**src/rtl/led_pattern_sequencer.sv**
```systemverilog
// LED pattern engine: rotate / bounce / fill / converge patterns on a WIDTH-bit bank,
// stepped by a programmable prescaler on the divided clock, with a wrap/reversal flag.
module led_pattern_sequencer #(
    parameter int unsigned WIDTH      = 8,
    parameter int unsigned PRESCALE_W = 4
) (
    input  logic                  div_clk,
    input  logic                  rst,
    input  logic                  enable,
    input  logic [1:0]            mode,
    input  logic                  dir,
    input  logic [PRESCALE_W-1:0] speed,
    output logic [WIDTH-1:0]      led,
    output logic                  wrap_pulse
);

    localparam int unsigned POS_W = $clog2(WIDTH);
    localparam logic [POS_W-1:0] LAST      = POS_W'(WIDTH - 1);
    localparam logic [POS_W-1:0] HALF_LAST = POS_W'(WIDTH / 2 - 1);

    typedef enum logic [1:0] {
        ROTATE   = 2'd0,
        BOUNCE   = 2'd1,
        FILL     = 2'd2,
        CONVERGE = 2'd3
    } mode_t;

    mode_t                 mode_q;
    logic [POS_W-1:0]      pos;
    logic                  bdir;
    logic [PRESCALE_W-1:0] cnt;

    logic [POS_W-1:0]      pos_n;
    logic                  bdir_n;
    logic                  wrap_n;
    logic [POS_W-1:0]      top;
    logic                  step;
    logic                  reload;

    function automatic logic [WIDTH-1:0] mirror(input logic [WIDTH-1:0] v);
        logic [WIDTH-1:0] r;
        for (int i = 0; i < int'(WIDTH); i++) begin
            r[i] = v[WIDTH-1-i];
        end
        return r;
    endfunction

    // Pattern shown for a given mode, direction and position.
    function automatic logic [WIDTH-1:0] decode(input mode_t m, input logic d,
                                                input logic [POS_W-1:0] p);
        logic [WIDTH-1:0] one;
        logic [WIDTH-1:0] fill;
        logic [WIDTH-1:0] r;
        one  = WIDTH'(1) << p;
        fill = (one << 1) - WIDTH'(1);
        case (m)
            FILL:     r = d ? mirror(fill) : fill;
            CONVERGE: r = one | mirror(one);
            default:  r = one;
        endcase
        return r;
    endfunction

    assign reload = (mode_t'(mode) != mode_q);
    assign step   = enable && (cnt >= speed);

    // Next position, bounce direction and wrap flag for a step in the current mode.
    always_comb begin
        pos_n  = pos;
        bdir_n = bdir;
        wrap_n = 1'b0;
        top    = (mode_q == BOUNCE) ? LAST : HALF_LAST;
        case (mode_q)
            ROTATE: begin
                if (dir) begin
                    pos_n  = (pos == '0) ? LAST : pos - POS_W'(1);
                    wrap_n = (pos == '0);
                end else begin
                    pos_n  = (pos >= LAST) ? '0 : pos + POS_W'(1);
                    wrap_n = (pos >= LAST);
                end
            end
            FILL: begin
                pos_n  = (pos >= LAST) ? '0 : pos + POS_W'(1);
                wrap_n = (pos >= LAST);
            end
            default: begin
                if (!bdir) begin
                    if (pos >= top) begin
                        bdir_n = 1'b1;
                        pos_n  = top - POS_W'(1);
                    end else begin
                        pos_n  = pos + POS_W'(1);
                    end
                end else begin
                    if (pos == '0) begin
                        bdir_n = 1'b0;
                        pos_n  = POS_W'(1);
                    end else begin
                        pos_n  = pos - POS_W'(1);
                    end
                end
                wrap_n = (pos_n == top) || (pos_n == '0);
            end
        endcase
    end

    // A mode change outranks any pending step and restarts the pattern from position 0.
    always_ff @(posedge div_clk or posedge rst) begin
        if (rst) begin
            mode_q     <= ROTATE;
            pos        <= '0;
            bdir       <= 1'b0;
            cnt        <= '0;
            led        <= WIDTH'(1);
            wrap_pulse <= 1'b0;
        end else if (reload) begin
            mode_q     <= mode_t'(mode);
            pos        <= '0;
            bdir       <= 1'b0;
            cnt        <= '0;
            led        <= decode(mode_t'(mode), dir, '0);
            wrap_pulse <= 1'b0;
        end else begin
            wrap_pulse <= 1'b0;
            if (step) begin
                cnt        <= '0;
                pos        <= pos_n;
                bdir       <= bdir_n;
                led        <= decode(mode_q, dir, pos_n);
                wrap_pulse <= wrap_n;
            end else if (enable) begin
                cnt <= cnt + PRESCALE_W'(1);
            end
        end
    end

endmodule

```
**config.mk**
```make
export PLATFORM = sky130hd
export DESIGN_NAME = led_pattern_sequencer
export DESIGN_NICKNAME = d
export VERILOG_FILES = /design/src/rtl/led_pattern_sequencer.sv
export SDC_FILE = /design/constraint.sdc
export NUM_CORES = 1
export LEC_CHECK = 0
export ABC_CLOCK_PERIOD_IN_PS = 4310
export BUFFER_PORTS_ARGS = -buffer_cell sky130_fd_sc_hd__buf_4
export CAP_MARGIN = 10
export CORE_MARGIN = 4
export CORE_UTILIZATION = 55
export DETAILED_ROUTE_END_ITERATION = 8
export PLACE_DENSITY = 0.79
export SETUP_SLACK_MARGIN = 0.15
export SLEW_MARGIN = 20
export SYNTH_ARGS = -nofsm -noshare
export SYNTH_HDL_FRONTEND = slang
export SYNTH_SLANG_ARGS = --single-unit
```
**constraint.sdc**
```tcl
create_clock -name div_clk -period 4.31 [get_ports div_clk]
set_input_delay 1.0775 -clock div_clk [delete_from_list [all_inputs] [get_ports div_clk]]
set_output_delay 1.0775 -clock div_clk [all_outputs]
set_load 0.05 [all_outputs]
```
## Word-level counts from Yosys, hierarchy flattened

Cells that the tools add are included.

| storage, ports and cells | value |
|---|---|
| register bits | 19 |
| latch bits | 0 |
| bits in writable memories | 0 |
| bits in read-only memories | 0 |
| output and inout port bits | 9 |
| memories kept | 0 |

| operators by class | value |
|---|---|
| add/sub/neg operators | 5 |
| multiply operators | 0 |
| divide/modulo/power cells | 0 |
| order comparisons | 3 |
| eq/ne operators | 8 |
| shift-type cells | 1 |
| muxes and demuxes | 30 |
| bitwise operators | 1 |
| reductions and logical operators | 9 |

Operator list:

| kind | number |
|---|---|
| $mux 8 | 4 |
| $pmux 8 s2 | 2 |
| $mux 3 | 10 |
| $mux 4 | 3 |
| $mux 1 | 9 |
| $eq 2x2->1 const B | 4 |
| $or 8x8->8 | 1 |
| $shl 1x3->8 const A | 1 |
| $sub 8x1->8 const B | 1 |
| $logic_not 3->1 | 2 |
| $pmux 3 s2 | 1 |
| $sub 3x1->3 const B | 2 |
| $add 4x1->4 const B | 1 |
| $ge 4x4->1 | 1 |
| $add 3x1->3 const B | 1 |
| $eq 3x3->1 | 1 |
| $ge 3x3->1 | 1 |
| $ge 3x3->1 const B | 1 |
| $reduce_bool 3->1 | 1 |
| $eq 2x1->1 const B | 1 |
| $logic_not 2->1 | 1 |
| $ne 2x1->1 const B | 1 |
| $ne 2x2->1 | 1 |
| $pmux 1 s2 | 1 |
| 5 further kinds | 5 |

## Logic depth before layout (Yosys ltp)

| depth | value |
|---|---|
| depth in word-level cells | 13 |
| gate-level depth with buffers | 17 |
| mapped depth without buffers | 14 |

## Worst setup path after synthesis

No wires, ideal clock.

| path | value |
|---|---|
| kind | input-to-reg |
| from | input dir |
| to | register led[4] |
| data arrival time | 2.983 ns |
| required time | 4.184 ns |
| setup slack | 1.201 ns |
| stages on the path | 11 |
| buffers on the path | 1 |
| cells stage by stage | nand2b_1 and4_4 o32ai_4 nand2_1 nor2_1 inv_1 ha_1 buf_1 nor3_1 a221oi_2 a221o_1 |

| on the way | value |
|---|---|
| cells in the longest elaborated chain, start to end | 8 |
| elaborated cells between the ends (all ways) | 9 |
| those cells by class | add/sub (1); shift (1); mux (6); bitwise (1) |

Ends and longest elaborated chain:

| element | line | text |
|---|---|---|
| start: declaration | 11 | `input logic dir,` |
| $mux 3 | 75 | `if (dir) begin` |
| $pmux 3 s2 | 73 | `case (mode_q)` |
| $shl 1x3->8 | 54 | `one = WIDTH'(1) << p;` |
| $sub 8x1->8 | 55 | `fill = (one << 1) - WIDTH'(1);` |
| $mux 8 | 57 | `FILL: r = d ? mirror(fill) : fill;` |
| $pmux 8 s2 * | 56 | `case (m)` |
| $mux 8 * | 126 | `if (step) begin` |
| $mux 8 * | 117 | `end else if (reload) begin` |
| end signal: assignment | 122 | `led <= decode(mode_t'(mode), dir, '0);` |
| end signal: assignment | 130 | `led <= decode(mode_q, dir, pos_n);` |
| end: declaration | 13 | `output logic [WIDTH-1:0] led,` |

Mark *: on every way between the ends. The rest lies on a longest branch, timed or not. The select of a mux whose other input is x is not followed.
A chain may end at the register's enable or synchronous reset.

## Worst setup path after layout

| path | value |
|---|---|
| from | register pos[0] |
| to | register led[5] |

| on the way | value |
|---|---|
| cells in the longest elaborated chain, start to end | 11 |
| elaborated cells between the ends (all ways) | 20 |
| those cells by class | add/sub (3); order compare (2); shift (1); mux (12); bitwise (1); reduce/logical (1) |

Ends and longest elaborated chain:

| element | line | text |
|---|---|---|
| start: declaration | 29 | `logic [POS_W-1:0] pos;` |
| start signal: assignment | 128 | `pos <= pos_n;` |
| $add 3x1->3, or another cell as far along | 79, 84, 93 |  |
| $mux 3, on equally long branches | 89, 96 |  |
| $mux 3 | 88 | `if (!bdir) begin` |
| $mux 3 | 73 |  |
| $pmux 3 s2 * | 73 |  |
| $shl 1x3->8 * | 54 |  |
| $sub 8x1->8 | 55 |  |
| $mux 8 | 57 |  |
| $pmux 8 s2 * | 56 |  |
| $mux 8 * | 126 |  |
| $mux 8 * | 117 |  |

Marked as above.

==> summary.txt <==
Outcome
  • Outcome: completed

Clocking
  • H-tree levels: 1
  • Clock tree buffer depth: 2
  • Hold-fix buffers, CTS: 0
  • Clock sinks: 19
  • # resized after CTS: 0
  • CTS tree: built
  • Post-CTS setup repair buffer count: 0
  • Clock buffer count from CTS: 3
  • Clk_lat worst skew: 0.31 ns
  • CTS clk-pin slew, worst paths: 0.11 ns
  • Root buffer cell: clkbuf_4

Pwr
  • Pwr Density: 205 nW/um2
  • Overall Power: 0.405 mW
  • Maximum VDD drop: 0.127 mV
  • LEAKAGE: 0.789 nW

Global routing
  • Grt ovf: 0
  • Total GRT Usage: 22.7%
  • Largest net degree at the start of global routing: 23
  • Initial antenna violation count: 0
  • First-pass GRT wire length: 7600 um
  • Vias in the first global route: 1724

Final layout
  • Diode count: 0
  • Multi-input gate area: 1210 um2
  • Layout cell share with drive strength beyond 1: 17.7%
  • Nets: 253
  • # fillers: 299
  • Area grow syn2layout: 8.97%
  • Register area: 477 um2
  • Fin area: 1980 um2

Critical path
  • Worst-path maximum fanout: 10
  • CP arrival: 3.69 ns
  • Crit path from: pos[0]
  • R2r setup slk: 0.87 ns
  • Worst endpoint required time: 4.56 ns
  • Crit. End Element: flip-flop
  • R2r startpoint: pos[0]
  • Setup Crit Path Kind: flip-flop to flip-flop
  • Worst Setup Start Kind: flip-flop

Timing
  • Final setup fails: 0
  • Fin crit share: 79.9%
  • Final WS setup: 0.867 ns
  • Total negative slack: 0 ns
  • Worst clock skew: 0.00917 ns
  • Min cycle time layout: 3.44 ns
  • Max-slew headroom: 43.2%
  • Final Max Slew Viols: 0
  • RSZ-0062 raised after global routing: no
  • Hold slack: 0.520 ns
  • Least-Margin Pin Slew: 0.843 ns
  • Fmax: 290 MHz
  • Hold Fails Final Rpt: 0

Place
  • Dpl ws: 0.787 ns
  • Port Buf Inserts: 18
  • Hpwl dp: 3340 um
  • GPL Wtd Cong: 0.974
  • DP Area: 1950 um2

Yosys
  • Synth unique cells: 58
  • Post-Syn Instances: 219
  • Predominant post-synthesis flop cell: dfrtp_1
  • Cell taking the most area after synthesis: dfrtp_1
  • Syn Area/Cell: 8.28 um2
  • Register bit total from synthesis: 19
  • Most instantiated cells after synthesis: nand2_1 (25), nor2_1 (23), dfrtp_1 (18)
  • Yosys warnings: 0
  • Most common cell in the synthesized netlist: nand2_1
  • Synth area leaders: dfrtp_1 (25%), ha_1 (7.6%), nand2_1 (5.2%), nor2_1 (4.8%), o21ai_0 (3.0%)
  • Syn Nets: 240
  • Synth async-reset ratio: 100%
  • Post-synthesis sequential area ratio: 26.3%
  • Post-Syn Area: 1810 um2
  • Post-synth EDFFs: 0
  • Top-area cell type share of the netlist area: 24.8%

Floorplanning
  • Initial core utilization: 58.4%
  • Num ports: 19
  • Die footprint: 4280 um2
  • Std cell rows: 20
  • Die span in x: 65.4 um
  • Core box area: 3100 um2
  • Die height: 65.4 um

Min path
  • HP Class: flip-flop to flip-flop
  • Hold path startpoint: led[5]

Route
  • Antenna-violating nets left: 0
  • DRC: 0
  • DRT Pass-1 Iters: 5
  • Vias per inst: 6.28
  • DR vias: 1728
  • 1st-iter DRT viols: 120
  • Routed WL: 4490 um
  • Routed WL per cell: 16.3 um

Run
  • Max-cap violations: 0
==> worst paths after layout <==
check | endpoint | depth (start not counted)
setup / recovery | led[5] | 11
hold / removal | led[5] | 2
setup reg to reg | led[5] | 11
hold reg to reg | led[5] | 2
max in group asynchronous | cnt[1] | 2
min in group asynchronous | led[6] | 2
==> routing by layer <==
| metal | global-route usage [%] | wire length [um] | vias up |
|---|---|---|---|
| met2 | 37.9 | 2160 | 77 |
| met4 | 9.84 | 100 | 0 |
| met3 | 3.76 | 319 | 15 |
| met5 | 0 | 0 | - |
| li1 | - | - | 837 |
| met1 | 28.7 | 1910 | 799 |
==> cell families after synthesis <==
group	share of synthesized area (%)
fa+ha+maj	7.59
mux	0.552
buf+inv	6.97
simple gates	24.1
flops	26.3
xor+xnor	3.86
compound gates	30.6
==> critical path, cell delays in order, from the launching register on <==
cell and delay, ns:
dfrtp_1 0.58, ha_1 0.37, a211oi_4 0.08, o31ai_2 0.45, o32a_1 0.49, nor2_1 0.16, nand2_1 0.13, ha_1 0.36
nand2_1 0.12, a2111oi_1 0.40, a211oi_1 0.10, o21ai_1 0.14
==> layout by cell type (no fill, tap or decap), drive strengths merged, types with 2 or more instances in the layout <==
cell	instances
a2111oi	2
nor2b	3
xor2	3
nand3	6
nand2	25
o311ai	3
o32ai	2
and3	2
nand2b	6
a31oi	7
or3	3
o32a	2
buf	22
inv	11
nor3	5
a22oi	3
or4	2
o31ai	4
a221o	2
nor4	4
a21oi	8
a211oi	8
ha	11
nor2	24
o21a	5
dfrtp	18
xnor2	5
o21ai	17
o211ai	2
clkbuf	3
==> cell type report <==
class	count	area share (%)
well taps	44	2.79
repair buffers	22	8.36
inverters	11	2.09
multi-input cells	175	61.2
flip-flops and latches	19	24.1
clock buffers	3	1.14
clock inverters	1	0.253
==> state kept, by name (all words and copies together), names as in the netlist <==
| register | flops |
|---|---|
| cnt | 4 |
| led | 8 |
| pos | 3 |
| mode_q | 2 |
| bdir | 1 |
| wrap_pulse | 1 |
==> power by group <==
group,switching [mW],internal [mW]
combinational,0.0810,0.0430
clock,0.0582,0.0347
sequential,0.00450,0.184
==> per-stage QoR <==
step / utilization [%] / cells
floorplan: - / 219
global placement: 62.8 / 271
detailed placement: 62.8 / 271
CTS: 63.7 / 275
global route: 63.7 / 275
finish: 63.7 / 275
Power figures use the tool's default switching activity.
